**src/rtl/button_press_encoder_if.sv**
```systemverilog
// Handshake/bus bundle between a requester and the button press encoder.
// The abort/aborted pair exists only when BUTTON_PRESS_ENCODER_ABORT_EN is defined.
interface button_press_encoder_if;
    logic       start;
    logic [7:0] amount;
    logic       button_one;
    logic       button_ten;
    logic       busy;
    logic       done;
    logic [7:0] remaining;
`ifdef BUTTON_PRESS_ENCODER_ABORT_EN
    logic       abort;
    logic       aborted;

    modport master (
        output start, amount, abort,
        input  button_one, button_ten, busy, done, remaining, aborted
    );
    modport slave (
        input  start, amount, abort,
        output button_one, button_ten, busy, done, remaining, aborted
    );
`else
    modport master (
        output start, amount,
        input  button_one, button_ten, busy, done, remaining
    );
    modport slave (
        input  start, amount,
        output button_one, button_ten, busy, done, remaining
    );
`endif
endinterface

```
**src/rtl/button_press_encoder.sv**
```systemverilog
// Encodes an 8-bit amount into timed "ten" then "one" button presses, each followed by a gap.
// Optional abort support is enabled by defining BUTTON_PRESS_ENCODER_ABORT_EN.
module button_press_encoder #(
    parameter int unsigned HOLD_CYCLES = 110,
    parameter int unsigned GAP_CYCLES  = 20,
    parameter int unsigned CNT_W       = 20
) (
    input  logic                  clk,
    input  logic                  reset,
    button_press_encoder_if.slave bus
);

    typedef enum logic [2:0] {
        IDLE,
        PRESS_TEN,
        GAP_TEN,
        PRESS_ONE,
        GAP_ONE,
        FINISH
    } state_t;

    localparam logic [CNT_W-1:0] HOLD_LAST = CNT_W'(HOLD_CYCLES - 1);
    localparam logic [CNT_W-1:0] GAP_LAST  = CNT_W'(GAP_CYCLES - 1);

    state_t           state_q, state_d;
    logic [CNT_W-1:0] timer_q, timer_d;
    logic [7:0]       remaining_q, remaining_d;
    logic             button_one_q, button_one_d;
    logic             button_ten_q, button_ten_d;
    logic             busy_q, busy_d;
    logic             done_q, done_d;
    logic             aborted_q, aborted_d;
    logic             abort_req;

    // Tens are emitted while at least ten remain, then ones until exhausted.
    function automatic state_t route(input logic [7:0] r);
        if (r >= 8'd10)     return PRESS_TEN;
        else if (r != 8'd0) return PRESS_ONE;
        else                return FINISH;
    endfunction

`ifdef BUTTON_PRESS_ENCODER_ABORT_EN
    assign abort_req   = bus.abort;
    assign bus.aborted = aborted_q;
`else
    assign abort_req   = 1'b0;
`endif

    always_comb begin
        state_d     = state_q;
        remaining_d = remaining_q;
        aborted_d   = 1'b0;

        unique case (state_q)
            IDLE: begin
                if (bus.start && !abort_req) begin
                    remaining_d = bus.amount;
                    state_d     = route(bus.amount);
                end
            end
            PRESS_TEN: begin
                if (timer_q == HOLD_LAST) begin
                    if (remaining_q >= 8'd10) remaining_d = remaining_q - 8'd10;
                    state_d = GAP_TEN;
                end
            end
            GAP_TEN: begin
                if (timer_q == GAP_LAST) state_d = route(remaining_q);
            end
            PRESS_ONE: begin
                if (timer_q == HOLD_LAST) begin
                    if (remaining_q != 8'd0) remaining_d = remaining_q - 8'd1;
                    state_d = GAP_ONE;
                end
            end
            GAP_ONE: begin
                if (timer_q == GAP_LAST) state_d = (remaining_q != 8'd0) ? PRESS_ONE : FINISH;
            end
            FINISH:  state_d = IDLE;
            default: state_d = IDLE;
        endcase

        if (state_q != IDLE && abort_req) begin
            state_d     = IDLE;
            remaining_d = remaining_q;
            aborted_d   = 1'b1;
        end

        timer_d = '0;
        if (state_d == state_q &&
            (state_q == PRESS_TEN || state_q == GAP_TEN ||
             state_q == PRESS_ONE || state_q == GAP_ONE)) begin
            timer_d = timer_q + CNT_W'(1);
        end

        // Outputs are decoded from the next state so they register together with it.
        button_ten_d = (state_d == PRESS_TEN);
        button_one_d = (state_d == PRESS_ONE);
        busy_d       = (state_d != IDLE);
        done_d       = (state_d == FINISH);
    end

    always_ff @(posedge clk or posedge reset) begin
        if (reset) begin
            state_q      <= IDLE;
            timer_q      <= '0;
            remaining_q  <= '0;
            button_one_q <= 1'b0;
            button_ten_q <= 1'b0;
            busy_q       <= 1'b0;
            done_q       <= 1'b0;
            aborted_q    <= 1'b0;
        end else begin
            state_q      <= state_d;
            timer_q      <= timer_d;
            remaining_q  <= remaining_d;
            button_one_q <= button_one_d;
            button_ten_q <= button_ten_d;
            busy_q       <= busy_d;
            done_q       <= done_d;
            aborted_q    <= aborted_d;
        end
    end

    assign bus.button_one = button_one_q;
    assign bus.button_ten = button_ten_q;
    assign bus.busy       = busy_q;
    assign bus.done       = done_q;
    assign bus.remaining  = remaining_q;

endmodule

```
**src/flat_wrapper.sv**
```systemverilog
// flat-port wrapper written by rule: the top's interface ports become plain ports
module button_press_encoder_flat 
#(
    parameter int unsigned HOLD_CYCLES = 110,
    parameter int unsigned GAP_CYCLES  = 20,
    parameter int unsigned CNT_W       = 20
)
  (clk, reset, bus_start, bus_amount, bus_button_one, bus_button_ten, bus_busy, bus_done, bus_remaining);
  button_press_encoder_if bus_i ();
  input  logic clk;
  input  logic reset;
  input wire logic [$bits(bus_i.start)-1:0] bus_start;
  input wire logic [$bits(bus_i.amount)-1:0] bus_amount;
  output wire logic [$bits(bus_i.button_one)-1:0] bus_button_one;
  output wire logic [$bits(bus_i.button_ten)-1:0] bus_button_ten;
  output wire logic [$bits(bus_i.busy)-1:0] bus_busy;
  output wire logic [$bits(bus_i.done)-1:0] bus_done;
  output wire logic [$bits(bus_i.remaining)-1:0] bus_remaining;
  assign bus_i.start = bus_start;
  assign bus_i.amount = bus_amount;
  assign bus_button_one = bus_i.button_one;
  assign bus_button_ten = bus_i.button_ten;
  assign bus_busy = bus_i.busy;
  assign bus_done = bus_i.done;
  assign bus_remaining = bus_i.remaining;
  button_press_encoder #(.HOLD_CYCLES(HOLD_CYCLES), .GAP_CYCLES(GAP_CYCLES), .CNT_W(CNT_W)) u_core (.clk(clk), .reset(reset), .bus(bus_i));
endmodule
```
**config.mk**
```make
export PLATFORM = sky130hd
export DESIGN_NAME = button_press_encoder_flat
export DESIGN_NICKNAME = d
export VERILOG_FILES = /design/src/rtl/button_press_encoder_if.sv /design/src/rtl/button_press_encoder.sv /design/src/flat_wrapper.sv
export SDC_FILE = /design/constraint.sdc
export NUM_CORES = 1
export LEC_CHECK = 0
export CORE_ASPECT_RATIO = 0.6
export CORE_MARGIN = 5
export CORE_UTILIZATION = 48
export DETAILED_ROUTE_END_ITERATION = 10
export PLACE_DENSITY = 0.83
export SYNTH_ARGS = -nofsm -noshare
export SYNTH_HDL_FRONTEND = slang
export SYNTH_SLANG_ARGS = --single-unit
```
**constraint.sdc**
```tcl
create_clock -name clk -period 2.1 [get_ports clk]
set_clock_uncertainty 0.1 [all_clocks]
set_input_delay 0.42 -clock clk [delete_from_list [all_inputs] [get_ports clk]]
set_output_delay 0.42 -clock clk [all_outputs]
set_load 0.01 [all_outputs]
```
==> results.md, run 1 <==
| Result | This run |
|:---|:---|
| Outcome | finished, violations left |
| Failing checks | setup timing |
| Via count | 2496 |
| RSZ-0062 raised after global routing | true |
| Power per cell area | 353.4 mW/mm² |
| Data arrival time of the critical path | 2.39 ns |
| Floorplan die area | 0.006000 mm² |
| Total of flip-flops plus latches after synthesis | 35 |
| Area after DPL | 0.002948 mm² |
| Die Span Y | 62.03 µm |
| Effective utilization at floorplan | 51.15% |
| Clock slew at reported path FFs | 0.08 ns |
| Number of distinct standard cells referenced by the synthesized netlist | 52 |
| Maximum buffer depth of the clock tree | 2 |
| Number of instances in the synthesized netlist | 248 |
| Pin count of the biggest net entering global routing | 36 |
| Leakage | 1.477 nW |
| Number of clock sinks seen by CTS | 35 |
| Max FO, Critical Path | 7 |
| TritonRoute pass-1 iters | 5 |
| Headroom to the max-slew limit | 67.00% |
| X dimension of the die | 96.72 µm |
| Number of DRC markers in iteration 0 | 322 |
| Final non-filler cell total | 410 |
| Placer's final routability congestion estimate | 0.9523 |
| Share of the cycle needed by the critical path after routing | 110.9% |
| Clock H-tree levels | 2 |
| N_diodes | 0 |
| Min cycle time layout | 2.329 ns |
| Placed wire-length estimate | 4.887 mm |
| Number of antenna violations at the first check in global routing | 0 |
| Final setup violating endpoints | 33 |
| Classification of the worst-slack hold path | in2async |
| Routed wire length | 8.012 mm |
| GRT Util Overall | 23.46% |
| Worst Hold Slack | 0.4214 ns |
| Max Cap Violations | 0 |
| Number of buffers created by CTS | 5 |
| Post-route DRC | 0 |
| Most used flip-flop cell after synthesis | dfrtp_1 |
| Transition time at the pin with the least slew margin | 0.4905 ns |
| Critical Setup Path Class | reg2reg |
| Worst ir drop on vdd | 0.3326 mV |
| Worst-Skew Late Latency | 0.29 ns |
| Worst setup margin | -0.2291 ns |
| Clock root buffer master | clkbuf_8 |
| Number of core rows | 18 |
| Synth Warn # | 0 |
| Share of cells above drive strength 1 | 43.14% |
| Area overhead of the layout relative to synthesis | 60.89% |
| Clock tree from TritonCTS | built |
| Post-detailed-route via-to-cell ratio | 6.088 |
| Number of max-slew violations in the final report | 0 |
| Number of enable flip-flop cells after synthesis | 0 |
| Achievable frequency | 429.4 MHz |
| Final instance area | 0.003485 mm² |
| Number of nets produced by synthesis | 265 |
| Final ANT Viol Nets | 0 |
| Input/output buffers | 22 |
| Kind of end point of the critical path | register |
| Average wire per standard cell | 19.54 µm |
| First-pass GRT wire length | 11.12 mm |
| Final-report hold violation count | 0 |
| Average cell area after synthesis | 8.733 µm² |
| Number of I/O pins | 23 |
| Pre-CTS worst setup slack | -0.2509 ns |
| Final-stage net count | 366 |
| Remaining Overflow, GRT | 0 |
| Core area | 0.004234 mm² |
| Via count of the first global-routing pass | 2294 |
| Post-CTS Hold Fix Bufs | 0 |
| Type of origin of the critical path | register |
| Proportion of register bits with asynchronous set or reset after synthesis | 100.0% |
| Cell area after synthesis | 0.002166 mm² |
| Fraction of the yosys area taken by sequential cells | 40.44% |
| Number of instances in the placed design | 392 |
| Req. time, crit path | 2.17 ns |
-- metrics by stage --
| stage | utilization, % | setup TNS [ns] | total power [mW] |
|---|---|---|---|
| finish | 82.30 | -3.997 | 1.231 |
| global route | 82.30 | -4.973 | 1.277 |
| CTS | 75.21 | -3.369 | 1.227 |
| detailed placement | 69.62 | -5.158 | 0.7499 |
| global placement | 69.62 | -4.217 | 0.7490 |
| floorplan | - | -1.818 | 0.7072 |
-- cell families (layout without fill, tap and decap cells) --
family,count (synthesis),count (layout),share of synthesized area [%]
fa+ha+maj,6,6,3.466
compound gates,44,44,15.14
simple gates,125,126,29.29
mux,1,1,0.4622
xor+xnor,19,19,7.683
flops,35,35,40.44
buf+inv,18,119,3.524
-- cell usage after synthesis (2+ instances only) --
library cell  count  share of area, %
nand2_1          26               4.5
nor4_1           12               3.5
o22ai_1           4               1.2
inv_1            10               1.7
or3_1             5               1.4
a2bb2oi_1         2              0.81
or4_4             2               1.0
nand3_1           9               2.1
clkbuf_1          6               1.0
nand2b_1          6               1.7
o41ai_1           2              0.81
a211o_1           2              0.81
o2bb2ai_1         2              0.81
nor3_1            3              0.69
a22o_1            2              0.81
nand4_1           4               1.2
and3_1            5               1.4
a21oi_1           9               2.1
xnor2_1          10               4.0
a311oi_1          2              0.81
xor2_1            9               3.6
dfrtp_1          35                40
a31o_2            2              0.81
o21ai_0           4              0.92
nor2b_1           3              0.87
nor2_1           41               7.1
ha_1              6               3.5
-- power by group --
part	switching (mW)	internal (mW)	total (mW)
clock network	0.255	0.231	0.485
registers	0.000537	0.675	0.675
logic	0.0322	0.0387	0.0709
total	0.288	0.944	1.23
-- cell usage in the layout (no fill, tap or decap), types with 3 or more instances in the layout --
| cell type | n |
|---|---|
| clkdlybuf4s50_1 | 22 |
| nor4_1 | 6 |
| ha_2 | 3 |
| clkbuf_8 | 5 |
| nor3_1 | 3 |
| inv_1 | 8 |
| nor4_2 | 4 |
| or3_4 | 4 |
| buf_6 | 5 |
| o21ai_0 | 4 |
| xnor2_1 | 10 |
| nor2_2 | 11 |
| nand3_1 | 8 |
| nand4_1 | 4 |
| buf_4 | 73 |
| nor2b_1 | 3 |
| nor2_4 | 3 |
| and2_4 | 3 |
| xor2_1 | 9 |
| and3_1 | 4 |
| dfrtp_1 | 35 |
| nand2b_1 | 5 |
| nor2_1 | 27 |
| a21oi_1 | 6 |
| nand2_1 | 24 |
-- per-layer routing --
metal	track usage (%)	vias up	share of wire, %
li1	-	1090	-
met1	31.50	1186	41
met2	37.35	180	46
met3	7.358	40	9.9
met4	7.000	0	3.1
met5	0	-	0
-- layout make-up --
type	instances	area, µm²
Clock buffer	5	68.82
Clock inverter	3	20.02
Fill cell	228	749.5
Inverter	10	37.54
Multi-Input combinational cell	196	1563
Sequential cell	35	875.8
Tap cell	60	75.07
Timing Repair Buffer	101	844.6
-- sequential cells by signal, summed over array words and instances (netlist names) --
signal	count
u_core.bus.done	1
u_core.bus.busy	1
u_core.state_q	3
u_core.bus.button_one	1
u_core.bus.button_ten	1
u_core.timer_q	20
u_core.bus.remaining	8
-- critical path, cell delays in order (launching register included) --
cell and delay, ns:
dfrtp_1 0.40, nor4_1 0.46, nand3_1 0.15, buf_6 0.18, buf_4 0.14, o32ai_4 0.29, nand3_2 0.14, or3_1 0.33
-- timing repair --
| action | CTS | global route |
|---|---|---|
| setup endpoints to repair | 33 | 35 |
| pin swaps | 25 | 14 |
| setup buffers | 2 | 7 |
| gates cloned | 1 | 0 |
| resized for setup | 28 | 49 |
-- path summary, 6_finish.rpt --
path	start	endpoint	slack, ns	cells past startpoint
min in group clk	u_core.timer_q[0]	u_core.timer_q[0]	0.48	2
worst max register to register	u_core.timer_q[10]	u_core.bus.busy	-0.23	7
worst min-delay path	reset	u_core.bus.button_one	0.42	3
max in group asynchronous	reset	u_core.timer_q[2]	1.16	3
worst max-delay path	u_core.timer_q[10]	u_core.bus.busy	-0.23	7
worst min register to register	u_core.timer_q[0]	u_core.timer_q[0]	0.48	2
Note: power is estimated with default switching activity, not from simulation.
==> run 2, diff against run 1 <==
SKIP_CTS_REPAIR_TIMING = 1   (was not set)
==> run 2 against run 1 <==
Against the previous run: the flow still finishes with violations (setup timing); setup slack gained 0.015 ns; die area is the same; clock power grew 1%; sequential power is essentially flat; non-clock buffer count shrank 1; cell area shrank 2.5%; critical path type unchanged; critical endpoint unchanged.
==> results.md, run 2 (synthesis results as in run 1) <==
| Result | This run |
|:---|:---|
| Outcome | finished, violations left |
| Failing checks | setup timing |
| Via count | 2495 |
| Req. time, crit path | 2.17 ns |
| Commonest cells after routing, fill and taps aside | 74 x buf_4, 38 x nor2_1, 35 x dfrtp_1 |
| Final ANT Viol Nets | 0 |
| Reg-to-reg startpoint | u_core.bus.remaining[7] |
| Flip-flop count of the largest register after layout | 20 |
| Effective utilization at floorplan | 51.15% |
| Clock root buffer master | clkbuf_8 |
| Placed wire-length estimate | 4.887 mm |
| Share of the cycle needed by the critical path after routing | 110.2% |
| Worst ir drop on vdd | 0.3773 mV |
| Max FO, Critical Path | 4 |
| Post-route DRC | 0 |
| Number of I/O pins | 23 |
| Classification of the worst-slack hold path | in2async |
| Transition time at the pin with the least slew margin | 0.4696 ns |
| Area overhead of the layout relative to synthesis | 56.85% |
| Type of origin of the critical path | register |
| Final setup violating endpoints | 26 |
| Maximum buffer depth of the clock tree | 2 |
| RSZ-0062 raised after global routing | true |
| TritonRoute pass-1 iters | 5 |
| Number of max-slew violations in the final report | 0 |
| Reg2reg setup slack | -0.21 ns |
| Leading cell type in the layout, fill and taps excluded | buf_4 |
| Number of antenna violations at the first check in global routing | 0 |
| Core area | 0.004234 mm² |
| Via count of the first global-routing pass | 2211 |
| Remaining Overflow, GRT | 0 |
| Achievable frequency | 432.1 MHz |
| Final-stage net count | 365 |
| Total Negative Setup Slacks | -3.845 ns |
| Routed wire length | 7.567 mm |
| Critical Setup Path Class | reg2reg |
| Clock H-tree levels | 2 |
| Clock tree from TritonCTS | built |
| Number of core rows | 18 |
| Number of buffers created by CTS | 5 |
| Worst-Skew Late Latency | 0.29 ns |
| First-pass GRT wire length | 10.46 mm |
| Final-report hold violation count | 0 |
| Register name with the most flops | u_core.timer_q |
| Clock slew at reported path FFs | 0.08 ns |
| Endpoint of the worst-slack reg-to-reg timing path | u_core.bus.busy |
| Final design utilization | 80.23% |
| Post-detailed-route via-to-cell ratio | 6.100 |
| Number of DRC markers in iteration 0 | 273 |
| Leakage | 1.491 nW |
| Max Cap Violations | 0 |
| Placer's final routability congestion estimate | 0.9523 |
| Floorplan die area | 0.006000 mm² |
| Die Span Y | 62.03 µm |
| Power per cell area | 362.7 mW/mm² |
| Worst Reg2Reg Path Length in Cells | 5 |
| Min cycle time layout | 2.314 ns |
| Kind of end point of the critical path | register |
| GRT Util Overall | 22.03% |
| Number of clock sinks seen by CTS | 35 |
| X dimension of the die | 96.72 µm |
| Pre-CTS worst setup slack | -0.2509 ns |
| Pin count of the biggest net entering global routing | 36 |
| Worst setup margin | -0.2140 ns |
| Data arrival time of the critical path | 2.38 ns |
| N_diodes | 0 |
| Final Total Pwr | 1.232 mW |
| Share of cells above drive strength 1 | 38.11% |
| Headroom to the max-slew limit | 68.63% |
| Average wire per standard cell | 18.50 µm |
| Input/output buffers | 22 |
-- run 2: worst max-delay path, cell delays in order, from the launching register on --
cell	delay (ns)
dfrtp_1	0.40
or4_4	0.56
or3_4	0.39
o32ai_4	0.29
nand3_2	0.12
or3_1	0.32
-- run 2: worst max-delay path by stage --
| stage | from | to | slack [ns] |
|---|---|---|---|
| floorplan | u_core.bus.remaining[5] | u_core.bus.busy | -0.14 |
| global placement | u_core.timer_q[1] | u_core.bus.busy | -0.18 |
| detailed placement | u_core.timer_q[1] | u_core.bus.busy | -0.25 |
| CTS | u_core.timer_q[1] | u_core.bus.busy | -0.34 |
| global route | u_core.bus.remaining[7] | u_core.bus.busy | -0.24 |
| finish | u_core.bus.remaining[7] | u_core.bus.busy | -0.21 |
-- run 2: power breakdown --
part | switching [mW] | leakage (nW) | internal, mW
registers | 0.000524 | 0.446 | 0.674
logic | 0.0296 | 1.00 | 0.0351
clock network | 0.262 | 0.0402 | 0.231
total | 0.292 | 1.49 | 0.940
-- run 2: per-stage QoR --
| step | cells | instance area, µm² | hold WS, ns |
|---|---|---|---|
| 2_1_floorplan | 248 | 2166 | 0.3744 |
| 3_3_place_gp | 392 | 2948 | 0.4342 |
| 3_5_place_dp | 392 | 2948 | 0.4475 |
| 4_1_cts | 400 | 3037 | 0.4417 |
| 5_1_grt | 409 | 3397 | 0.4832 |
| 6_report | 409 | 3397 | 0.4220 |
-- run 2: layer usage --
metal / wire (µm) / part of all wire, % / GRT usage (%) / up-vias
li1: - / - / - / 1092
met1: 3119 / 41 / 30.65 / 1182
met2: 3441 / 45 / 34.41 / 180
met3: 786 / 10 / 6.243 / 41
met4: 219 / 2.9 / 6.000 / 0
met5: 0 / 0 / 0 / -
-- run 2: layout make-up --
type | instances | area, µm²
clock buffers | 5 | 68.82
clock inverters | 3 | 20.02
flip-flops and latches | 35 | 875.8
repair buffers | 100 | 820.8
fillers | 265 | 837.1
multi-input cells | 196 | 1499
inverters | 10 | 37.54
well taps | 60 | 75.07
==> run 3, diff against run 2 <==
CTS_CLUSTER_SIZE = 8   (was not set)
==> results of run 3 <==
No change in the layout: final DEF, timing and power equal those of run 2.
